===== src/rtl/mem_pkg.sv =====
// Shared definitions for the memory pipeline stage: size codes, control-word bit
// positions, FSM states and the natural-alignment check.
package mem_pkg;

    localparam logic [1:0] SZ_BYTE  = 2'b00;
    localparam logic [1:0] SZ_HALF  = 2'b01;
    localparam logic [1:0] SZ_WORD  = 2'b10;
    localparam logic [1:0] SZ_DWORD = 2'b11;

    localparam int LOAD_INSTR  = 9;
    localparam int RF_ENABLE   = 8;
    localparam int TA_INSTR    = 7;
    localparam int MEM_SIZE_HI = 6;
    localparam int MEM_SIZE_LO = 5;
    localparam int MEM_RW      = 4;
    localparam int MEM_SE      = 3;
    localparam int MEM_ENABLE  = 2;

    typedef enum logic {
        ST_IDLE = 1'b0,
        ST_BUSY = 1'b1
    } state_e;

    // Doubleword is only legal on a 64-bit datapath; elsewhere it is a trap.
    function automatic logic is_aligned(input logic [1:0] size, input logic [2:0] lsb,
                                        input logic wide);
        case (size)
            SZ_BYTE: return 1'b1;
            SZ_HALF: return lsb[0] == 1'b0;
            SZ_WORD: return lsb[1:0] == 2'b00;
            default: return wide && (lsb == 3'b000);
        endcase
    endfunction

endpackage


===== src/rtl/load_align.sv =====
// Combinational load-data lane select plus sign/zero extension; also used by the
// cache fill path.
module load_align
    import mem_pkg::*;
#(
    parameter int DATA_W = 32
) (
    input  logic [DATA_W-1:0]              rdata,
    input  logic [$clog2(DATA_W/8)-1:0]    offset,
    input  logic [1:0]                     size,
    input  logic                           se,
    output logic [DATA_W-1:0]              data
);

    logic [DATA_W-1:0] shifted;
    logic [DATA_W-1:0] word_ext;

    assign shifted = rdata >> {offset, 3'b000};

    if (DATA_W > 32) begin : g_wide
        assign word_ext = {{(DATA_W-32){se & shifted[31]}}, shifted[31:0]};
    end else begin : g_narrow
        assign word_ext = shifted;
    end

    always_comb begin
        data = shifted;
        case (size)
            SZ_BYTE: data = {{(DATA_W-8){se & shifted[7]}}, shifted[7:0]};
            SZ_HALF: data = {{(DATA_W-16){se & shifted[15]}}, shifted[15:0]};
            SZ_WORD: data = word_ext;
            default: data = shifted;
        endcase
    end

endmodule


===== src/rtl/mem_stage_pipe.sv =====
// MEM pipeline stage: issues aligned loads/stores over an ack handshake, traps
// misaligned accesses and forwards write-back control to the MEM/WB register.
module mem_stage_pipe
    import mem_pkg::*;
#(
    parameter int DATA_W = 32,
    parameter int ADDR_W = 32,
    parameter int REG_W  = 5,
    parameter int CTRL_W = 18
) (
    input  logic                clk,
    input  logic                reset,
    input  logic                in_valid,
    input  logic [CTRL_W-1:0]   in_ctrl,
    input  logic [ADDR_W-1:0]   in_addr,
    input  logic [DATA_W-1:0]   in_wdata,
    input  logic [REG_W-1:0]    in_rd,
    input  logic                flush,
    output logic                stall,
    output logic                mem_req,
    output logic                mem_we,
    output logic [ADDR_W-1:0]   mem_addr,
    output logic [DATA_W/8-1:0] mem_be,
    output logic [DATA_W-1:0]   mem_wdata,
    input  logic [DATA_W-1:0]   mem_rdata,
    input  logic                mem_ack,
    output logic                wb_valid,
    output logic [2:0]          wb_ctrl,
    output logic [REG_W-1:0]    wb_rd,
    output logic [DATA_W-1:0]   wb_data,
    output logic                misalign
);

    localparam int BE_W  = DATA_W / 8;
    localparam int OFF_W = $clog2(BE_W);

    state_e              state_reg;
    logic                kill_reg;
    logic [ADDR_W-1:0]   addr_reg;
    logic [ADDR_W-1:0]   mem_addr_reg;
    logic [BE_W-1:0]     be_reg;
    logic [DATA_W-1:0]   wdata_reg;
    logic                we_reg;
    logic [1:0]          size_reg;
    logic                se_reg;
    logic [2:0]          ctrl_reg;
    logic [REG_W-1:0]    rd_reg;
    logic                wb_valid_reg;
    logic [2:0]          wb_ctrl_reg;
    logic [REG_W-1:0]    wb_rd_reg;
    logic [DATA_W-1:0]   wb_data_reg;
    logic                misalign_reg;

    logic [1:0]          in_size;
    logic [OFF_W-1:0]    in_off;
    logic [3:0]          nbytes;
    logic [BE_W-1:0]     be_next;
    logic [DATA_W-1:0]   wdata_next;
    logic                aligned;
    logic [DATA_W-1:0]   load_data;
    logic                unused_ctrl;

    assign in_size     = in_ctrl[MEM_SIZE_HI:MEM_SIZE_LO];
    assign in_off      = in_addr[OFF_W-1:0];
    assign nbytes      = 4'd1 << in_size;
    assign wdata_next  = in_wdata << {in_off, 3'b000};
    assign aligned     = is_aligned(in_size, 3'(in_off), DATA_W == 64);
    assign unused_ctrl = ^{in_ctrl[CTRL_W-1:10], in_ctrl[1:0]};

    for (genvar gi = 0; gi < BE_W; gi++) begin : g_be
        assign be_next[gi] = (gi >= int'(in_off)) && (gi < int'(in_off) + int'(nbytes));
    end

    load_align #(.DATA_W(DATA_W)) u_load_align (
        .rdata  (mem_rdata),
        .offset (addr_reg[OFF_W-1:0]),
        .size   (size_reg),
        .se     (se_reg),
        .data   (load_data)
    );

    always_ff @(posedge clk) begin
        if (reset) begin
            state_reg    <= ST_IDLE;
            kill_reg     <= 1'b0;
            addr_reg     <= '0;
            mem_addr_reg <= '0;
            be_reg       <= '0;
            wdata_reg    <= '0;
            we_reg       <= 1'b0;
            size_reg     <= '0;
            se_reg       <= 1'b0;
            ctrl_reg     <= '0;
            rd_reg       <= '0;
            wb_valid_reg <= 1'b0;
            wb_ctrl_reg  <= '0;
            wb_rd_reg    <= '0;
            wb_data_reg  <= '0;
            misalign_reg <= 1'b0;
        end else begin
            wb_valid_reg <= 1'b0;
            misalign_reg <= 1'b0;
            case (state_reg)
                ST_IDLE: begin
                    if (in_valid && !flush) begin
                        if (!in_ctrl[MEM_ENABLE]) begin
                            wb_valid_reg <= 1'b1;
                            wb_ctrl_reg  <= in_ctrl[LOAD_INSTR:TA_INSTR];
                            wb_rd_reg    <= in_rd;
                            wb_data_reg  <= DATA_W'(in_addr);
                        end else if (!aligned) begin
                            misalign_reg <= 1'b1;
                        end else begin
                            state_reg    <= ST_BUSY;
                            kill_reg     <= 1'b0;
                            addr_reg     <= in_addr;
                            mem_addr_reg <= {in_addr[ADDR_W-1:OFF_W], OFF_W'(0)};
                            be_reg       <= be_next;
                            wdata_reg    <= wdata_next;
                            we_reg       <= in_ctrl[MEM_RW];
                            size_reg     <= in_size;
                            se_reg       <= in_ctrl[MEM_SE];
                            ctrl_reg     <= in_ctrl[LOAD_INSTR:TA_INSTR];
                            rd_reg       <= in_rd;
                        end
                    end
                end
                ST_BUSY: begin
                    if (flush) kill_reg <= 1'b1;
                    // The bus access always runs to completion; a flush only drops its result.
                    if (mem_ack) begin
                        state_reg    <= ST_IDLE;
                        kill_reg     <= 1'b0;
                        wb_valid_reg <= !(kill_reg || flush);
                        wb_ctrl_reg  <= ctrl_reg;
                        wb_rd_reg    <= rd_reg;
                        wb_data_reg  <= we_reg ? DATA_W'(addr_reg) : load_data;
                    end
                end
                default: state_reg <= ST_IDLE;
            endcase
        end
    end

    assign stall     = (state_reg == ST_BUSY);
    assign mem_req   = (state_reg == ST_BUSY);
    assign mem_we    = we_reg && (state_reg == ST_BUSY);
    assign mem_be    = (state_reg == ST_BUSY) ? be_reg : '0;
    assign mem_addr  = mem_addr_reg;
    assign mem_wdata = wdata_reg;
    assign wb_valid  = wb_valid_reg;
    assign wb_ctrl   = wb_ctrl_reg;
    assign wb_rd     = wb_rd_reg;
    assign wb_data   = wb_data_reg;
    assign misalign  = misalign_reg;

endmodule


===== config.mk =====
export PLATFORM = sky130hd
export DESIGN_NAME = mem_stage_pipe
export DESIGN_NICKNAME = d
export VERILOG_FILES = /design/src/rtl/mem_pkg.sv /design/src/rtl/load_align.sv /design/src/rtl/mem_stage_pipe.sv
export SDC_FILE = /design/constraint.sdc
export NUM_CORES = 1
export LEC_CHECK = 0
export ABC_AREA = 1
export BUFFER_PORTS_ARGS = -buffer_cell sky130_fd_sc_hd__buf_4
export CAP_MARGIN = 20
export CORE_ASPECT_RATIO = 1.25
export CORE_MARGIN = 4
export CORE_UTILIZATION = 34
export CTS_BUF_LIST = sky130_fd_sc_hd__clkbuf_8
export CTS_CLUSTER_DIAMETER = 30
export DETAILED_ROUTE_END_ITERATION = 6
export PLACE_DENSITY = 0.67
export SLEW_MARGIN = 25
export SYNTH_ARGS = -nofsm -noshare
export SYNTH_HDL_FRONTEND = slang
export SYNTH_HIERARCHICAL = 1
export SYNTH_SLANG_ARGS = --single-unit

===== constraint.sdc =====
create_clock -name clk -period 2.2 [get_ports clk]
set_input_delay 0.22 -clock clk [delete_from_list [all_inputs] [get_ports clk]]
set_output_delay 0.22 -clock clk [all_outputs]
set_load 0.01 [all_outputs]

==> run summary, run 1 <==
POWER AND IR DROP
----------------------------------------------------------------------------------
Standby leakage power ...............................................     4.553 nW
Total internal power ................................................     3.635 mW
Clk pwr share .......................................................        37.9%
Proportion of total power due to net switching ......................       30.48%
Final total power ...................................................     5.229 mW
Total net switching power ...........................................     1.594 mW
Peak supply drop ....................................................  0.0004119 V
PwrDens ............................................................. 571.3 mW/mm^2
Part of the total power dissipated in combinational logic ...........        16.8%
Power share of the sequential group .................................        45.3%

CTS
----------------------------------------------------------------------------------
Setup Fix Bufs, Post-CTS ............................................            0
Post-CTS Resized ....................................................            0
Cell at the root of the clock tree .................................. sky130_fd_sc_hd__clkbuf_8
Number of clock sinks ...............................................          124
Clock slew at reported path FFs .....................................        80 ps
Clock latency reported for the late side of the worst-skew pair .....       460 ps
H-tree depth ........................................................            4
CTS tree ............................................................         done
Total clock buffers created by CTS ..................................           17
CTS hold repair buffers .............................................           37
CTS Buffer Depth ....................................................            2

STA
----------------------------------------------------------------------------------
Achievable frequency ................................................    533.7 MHz
Period minus WS final ...............................................      1874 ps
Number of endpoints failing setup at the final stage ................            0
Skew final ..........................................................     12.79 ps
Final Hold Violating Endpoints ......................................            0
Final cycle utilization of the critical path ........................       85.18%
RSZ-0062 raised after global routing ................................           no
Total Negative Setup Slacks .........................................         0 ps
Max-Slew Margin vs Limit ............................................       58.47%
Total count of max-transition violations in the final report ........            0
Transition time at the pin with the least slew margin ...............     622.2 ps

SETUP PATH
----------------------------------------------------------------------------------
Reg2Reg Depth .......................................................            8
Arrival time of data at the critical path endpoint ..................      2260 ps
CP Launch Type ......................................................    flip-flop
Worst setup path class .............................................. flip-flop to flip-flop
CP required .........................................................      2590 ps
Crit end category ...................................................    flip-flop
Worst reg2reg setup slack ...........................................       330 ps
Largest fanout on the critical path .................................           14

GLOBAL ROUTE
----------------------------------------------------------------------------------
Aggregate global-route resource usage ...............................       21.59%
Grt total ovfl ......................................................            0
GR met1 Demand/Resource .............................................       24.76%
Number of antenna violations at the first check in global routing ...            2
Global-route wire length before repair ..............................     38690 um
Pin count of the biggest net entering global routing ................           73
Number of global-route vias before repair ...........................         7248
GR met2 Demand/Resource .............................................       36.60%
Global-route track usage on met3 ....................................       5.818%
GRT busiest layer ...................................................         met2

ROUTING
----------------------------------------------------------------------------------
Number of vias after detailed routing ...............................         7569
Average via count per standard cell .................................        4.818
Count of unresolved DRC violations after routing ....................            0
Remaining number of nets flagged by the antenna check after routing .            0
Total wire length ...................................................     24360 um
Initial drt markers .................................................          458
Routed len/inst .....................................................     15.51 um
Pre-antenna DRT Iters ...............................................            5

PLACED DESIGN
----------------------------------------------------------------------------------
Gp weighted congestion ..............................................       0.9117
Number of buffers inserted by port buffering ........................          224
DP HPWL .............................................................     16800 um
DP Area ............................................................. 0.008409 sq mm

LOGIC SYNTHESIS
----------------------------------------------------------------------------------
Number of cells produced by synthesis ...............................         1099
Dominant cells by area after synthesis .............................. sky130_fd_sc_hd__dfxtp_1, sky130_fd_sc_hd__nand2_1, sky130_fd_sc_hd__nor2_1
Ys Warns ............................................................            6
Post-synth top area share ...........................................       36.38%
Number of distinct library cells after synthesis ....................           30
Netlist area before placement ....................................... 0.006823 sq mm
Post-synthesis sequential element count .............................          124
Yosys top cell by area .............................................. sky130_fd_sc_hd__dfxtp_1
Fraction of the yosys area taken by sequential cells ................       36.38%
Average instance area after synthesis ...............................  6.208 sq um

FLOORPLANNING
----------------------------------------------------------------------------------
Starting density of the core ........................................       34.79%
DIE AREA ............................................................ 0.02241 sq mm
Number of placement rows ............................................           57
IO Count ............................................................          237
Horizontal die dimension ............................................     134.7 um
Vertical die dimension ..............................................     166.4 um
Placeable core area ................................................. 0.01961 sq mm

FINAL LAYOUT
----------------------------------------------------------------------------------
Area taken by flip-flops and latches ................................ 0.002484 sq mm
Number of diodes added for antenna fixing ...........................            0
Commonest non-fill, non-tap cells in the layout ..................... sky130_fd_sc_hd__nand2_1, sky130_fd_sc_hd__buf_4, sky130_fd_sc_hd__nor2_1
Final Util ..........................................................       46.67%
Cell area after layout .............................................. 0.009153 sq mm
Fillers .............................................................         2104
Total Nets Final ....................................................         1419
Area Growth Syn to Fin ..............................................       34.15%
Share of post-route cells with drive strength above 1 ...............       22.43%
Area taken by multi-input logic gates ............................... 0.003487 sq mm
Leading cell type in the layout, fill and taps excluded ............. sky130_fd_sc_hd__nand2_1

MIN PATH
----------------------------------------------------------------------------------
Instance count along the most critical hold path ....................            3
Hold Path Class ..................................................... primary input to flip-flop

OUTCOME
----------------------------------------------------------------------------------
Status .............................................................. complete, no violations

FLOW RUN
----------------------------------------------------------------------------------
Max cap viols .......................................................            0

==> stage by stage <==
step	hold slack, ps	setup slack, ps	cells
after global placement	450.8	384.0	1502
after global routing	19.00	137.7	1571
after floorplan	363.8	687.5	1100
final	35.92	326.1	1571
after detailed placement	454.9	356.3	1502
after CTS	0.9986	328.4	1571
==> final timing paths <==
kind	from	endpoint
setup / recovery	addr_reg[1]	wb_data[27]
hold / removal	in_ctrl[4]	we_reg
setup reg to reg	addr_reg[1]	wb_data[27]
hold reg to reg	kill_reg	kill_reg
==> worst max-delay path: stages, from the launching register on <==
cell,delay [ps]
sky130_fd_sc_hd__dfxtp_1,380
sky130_fd_sc_hd__buf_4,200
sky130_fd_sc_hd__nor2_2,400
sky130_fd_sc_hd__nand3_1,230
sky130_fd_sc_hd__nand3_1,130
sky130_fd_sc_hd__o21ai_0,100
sky130_fd_sc_hd__o21ai_0,190
sky130_fd_sc_hd__nor2_1,60
sky130_fd_sc_hd__nor2_1,110
==> metal layers <==
layer / up-vias / share of wire (%)
met5: - / 0.090
met4: 4 / 4.3
met3: 67 / 7.2
met2: 260 / 49
met1: 3406 / 40
li1: 3832 / -
==> logic make-up (layout without fill, tap and decap cells) <==
kind of cell,count (synthesis),in the layout,synth area share (%)
buffers and inverters,176,382,12.78
flip-flops,124,124,36.38
other,1,2,0.05496
AND/OR/NAND/NOR,570,570,33.19
adder cells (fa/ha/maj),2,2,0.4768
AO/OA/AOI/OAI,226,226,17.11
==> power groups by stage <==
stage	sequential, mW	clock [mW]	combinational, mW
3_5_place_dp	2.42	0	0.825
3_3_place_gp	2.42	0	0.820
6_report	2.37	1.98	0.879
2_1_floorplan	2.44	0	0.407
5_1_grt	2.38	2.14	0.976
4_1_cts	2.37	2.05	0.883
==> area by class of cell <==
type                       instances  share of cell area, %
tap                              265                  3.623
clock inverter                    15                  1.517
multi-input combinational        800                  38.10
clock buffer                      17                  2.556
inverter                          68                  2.789
sequential                       124                  27.14
timing repair buffer             282                  24.28
==> synth_stat cells (all sizes together) <==
library cell,number
nand2,332
nor2,178
o21ai,144
dfxtp,124
buf,77
a21oi,68
inv,68
nand3,48
clkbuf,31
nor3,9
o21bai,8
a22oi,2
o22ai,2
and2,1
conb,1
fa,1
ha,1
nand3b,1
nor4,1
o211ai,1
o21a,1
Power figures use the tool's default switching activity.
==> run 2, diff against run 1 <==
- CORE_MARGIN: 4 -> not set
- CORE_UTILIZATION: 34 -> 30
- PLACE_DENSITY: 0.67 -> 0.62
- clock period: 2.2 -> 2.4 ns (I/O delays scaled with it)
==> run summary, run 2 (synthesis results as in run 1) <==
OUTCOME
----------------------------------------------------------------------------------
Status .............................................................. complete, no violations

GLOBAL ROUTE
----------------------------------------------------------------------------------
Number of antenna violations at the first check in global routing ...            1
Grt total ovfl ......................................................            0
Number of global-route vias before repair ...........................         6761
Aggregate global-route resource usage ...............................       20.31%
Global-route wire length before repair ..............................     36330 um
Pin count of the biggest net entering global routing ................           47

ROUTING
----------------------------------------------------------------------------------
Met1 Routed Length ..................................................      9767 um
Total wire length ...................................................     23660 um
Pre-antenna DRT Iters ...............................................            5
Highest metal layer with signal wires ...............................         met4
Count of unresolved DRC violations after routing ....................            0
Average via count per standard cell .................................        4.724
Routed len/inst .....................................................     15.24 um
Amount of wire on met2 after detailed routing .......................     11690 um
Remaining number of nets flagged by the antenna check after routing .            0
Number of vias after detailed routing ...............................         7332
Initial drt markers .................................................          468
Routed length on met3 ...............................................      1681 um

CTS
----------------------------------------------------------------------------------
Total clock buffers created by CTS ..................................           17
Post-CTS Resized ....................................................            0
Clock latency reported for the late side of the worst-skew pair .....       440 ps
CTS Buffer Depth ....................................................            2
Cell at the root of the clock tree .................................. sky130_fd_sc_hd__clkbuf_8
CTS hold repair buffers .............................................            0
Setup Fix Bufs, Post-CTS ............................................            0
Clock slew at reported path FFs .....................................        80 ps
Number of clock sinks ...............................................          124
CTS tree ............................................................         done
H-tree depth ........................................................            4

FLOORPLANNING
----------------------------------------------------------------------------------
Placeable core area ................................................. 0.02229 sq mm
Number of placement rows ............................................           61
DIE AREA ............................................................ 0.02335 sq mm
Starting density of the core ........................................       30.61%
Horizontal die dimension ............................................     136.9 um
Vertical die dimension ..............................................     170.6 um
IO Count ............................................................          237

SETUP PATH
----------------------------------------------------------------------------------
Cell with the biggest individual delay on the critical path ......... sky130_fd_sc_hd__dfxtp_1
Worst reg2reg setup slack ...........................................       430 ps
Buffers and inverters on the worst path .............................            1
Worst path depth ....................................................           10
Kind of cell adding the most delay to the critical path ............. simple AND/OR/NAND/NOR gates
Largest fanout on the critical path .................................           18
Crit Reg-Reg Startpoint .............................................  addr_reg[0]
Crit end category ...................................................    flip-flop
Slowest stage delay, CP .............................................       430 ps
CP Launch Type ......................................................    flip-flop
Worst reg2reg endpoint ..............................................  wb_data[24]
CP required .........................................................      2740 ps
Reg2Reg Depth .......................................................           10
Cell breakdown of the critical path ................................. buf_4, nand2_1, nand3_1, nand2_1, nand3_2, nand3_1, o21ai_0, o21ai_1, nor2_1, nor2_1
Arrival time of data at the critical path endpoint ..................      2310 ps
Worst setup path class .............................................. flip-flop to flip-flop

FINAL LAYOUT
----------------------------------------------------------------------------------
Share of post-route cells with drive strength above 1 ...............       23.03%
Leading cell type in the layout, fill and taps excluded ............. sky130_fd_sc_hd__nand2_1
Area Growth Syn to Fin ..............................................       29.75%
Total Nets Final ....................................................         1381
Commonest non-fill, non-tap cells in the layout ..................... sky130_fd_sc_hd__nand2_1, sky130_fd_sc_hd__buf_4, sky130_fd_sc_hd__nor2_1

PLACED DESIGN
----------------------------------------------------------------------------------
DP HPWL .............................................................     17030 um
Number of buffers inserted by port buffering ........................          224
Gp weighted congestion ..............................................       0.8400

STA
----------------------------------------------------------------------------------
Final Hold Violating Endpoints ......................................            0
Total count of max-transition violations in the final report ........            0
Period minus WS final ...............................................      1967 ps
Total Negative Setup Slacks .........................................         0 ps
RSZ-0062 raised after global routing ................................           no
Number of endpoints failing setup at the final stage ................            0
Transition time at the pin with the least slew margin ...............     637.2 ps
Skew final ..........................................................     12.33 ps
Final cycle utilization of the critical path ........................       81.97%
Achievable frequency ................................................    508.3 MHz
Max-Slew Margin vs Limit ............................................       57.46%

FLOW RUN
----------------------------------------------------------------------------------
Max cap viols .......................................................            0

POWER AND IR DROP
----------------------------------------------------------------------------------
Peak supply drop ....................................................  0.0002949 V
Standby leakage power ...............................................     4.431 nW
PwrDens ............................................................. 542.3 mW/mm^2
Final total power ...................................................     4.801 mW

MIN PATH
----------------------------------------------------------------------------------
Hold-critical path endpoint ......................................... addr_reg[24]
Origin of the worst min-delay path ..................................  in_addr[24]
Instance count along the most critical hold path ....................            3
Hold Path Class ..................................................... primary input to flip-flop

==> run 2: cell count changes in the layout (fill, tap and decap cells not counted), sizes merged <==
cell / change
dlygate4sd3: -37
clkinv: +6
clkinvlp: -4
inv: -3
buf: -1
bufinv: +1
diode: +1
==> run 2: final cells by class <==
type                       instances  area [sq um]
antenna                            1         2.502
clock buffer                      17         234.0
timing repair buffer             244          1889
fill                            2447         13430
sequential                       124          2482
multi-input combinational        800          3487
inverter                          68         255.2
clock inverter                    15         147.6
tap                              283         354.1
==> run 2: how the worst max path moves through the flow <==
stage                      startpoint           to
after floorplan           addr_reg[0]  wb_data[22]
after global placement        mem_req   wb_data[0]
after detailed placement  addr_reg[0]  wb_data[31]
after CTS                 addr_reg[0]  wb_data[31]
after global routing      addr_reg[0]  wb_data[31]
final                     addr_reg[0]  wb_data[24]
==> run 2: per-layer routing <==
metal,vias up,track usage [%]
met5,-,0
met4,0,7.167
met3,28,5.896
met2,229,34.98
met1,3317,23.72
li1,3758,-
==> run 2: metrics by stage <==
| step | util, % | setup WS [ps] | cells | hold WS, ps | cell area [sq um] |
|---|---|---|---|---|---|
| floorplan | - | 887.5 | 1100 | 383.8 | 6827 |
| global placement | 37.87 | 161.8 | 1518 | 451.7 | 8441 |
| detailed placement | 38.00 | 439.4 | 1519 | 455.8 | 8468 |
| CTS | 39.71 | 422.1 | 1551 | 7.011 | 8850 |
| global route | 39.71 | 193.2 | 1551 | 12.84 | 8850 |
| finish | 39.72 | 432.8 | 1552 | 47.60 | 8852 |
==> run 2: report_power, final <==
| group | internal, mW | leakage [nW] | switching [mW] | total, mW |
|---|---|---|---|---|
| Sequential | 2.13 | 1.01 | 0.0450 | 2.17 |
| Combinational | 0.341 | 3.23 | 0.419 | 0.760 |
| Clock | 0.919 | 0.192 | 0.947 | 1.87 |
==> run 2: worst register-to-register path, cell delays in order, from the launching register on <==
cell and delay [ps]:
sky130_fd_sc_hd__dfxtp_1 430, sky130_fd_sc_hd__buf_4 260, sky130_fd_sc_hd__nand2_1 90, sky130_fd_sc_hd__nand3_1 90
sky130_fd_sc_hd__nand2_1 80, sky130_fd_sc_hd__nand3_2 230, sky130_fd_sc_hd__nand3_1 100, sky130_fd_sc_hd__o21ai_0 350
sky130_fd_sc_hd__o21ai_1 100, sky130_fd_sc_hd__nor2_1 110, sky130_fd_sc_hd__nor2_1 50
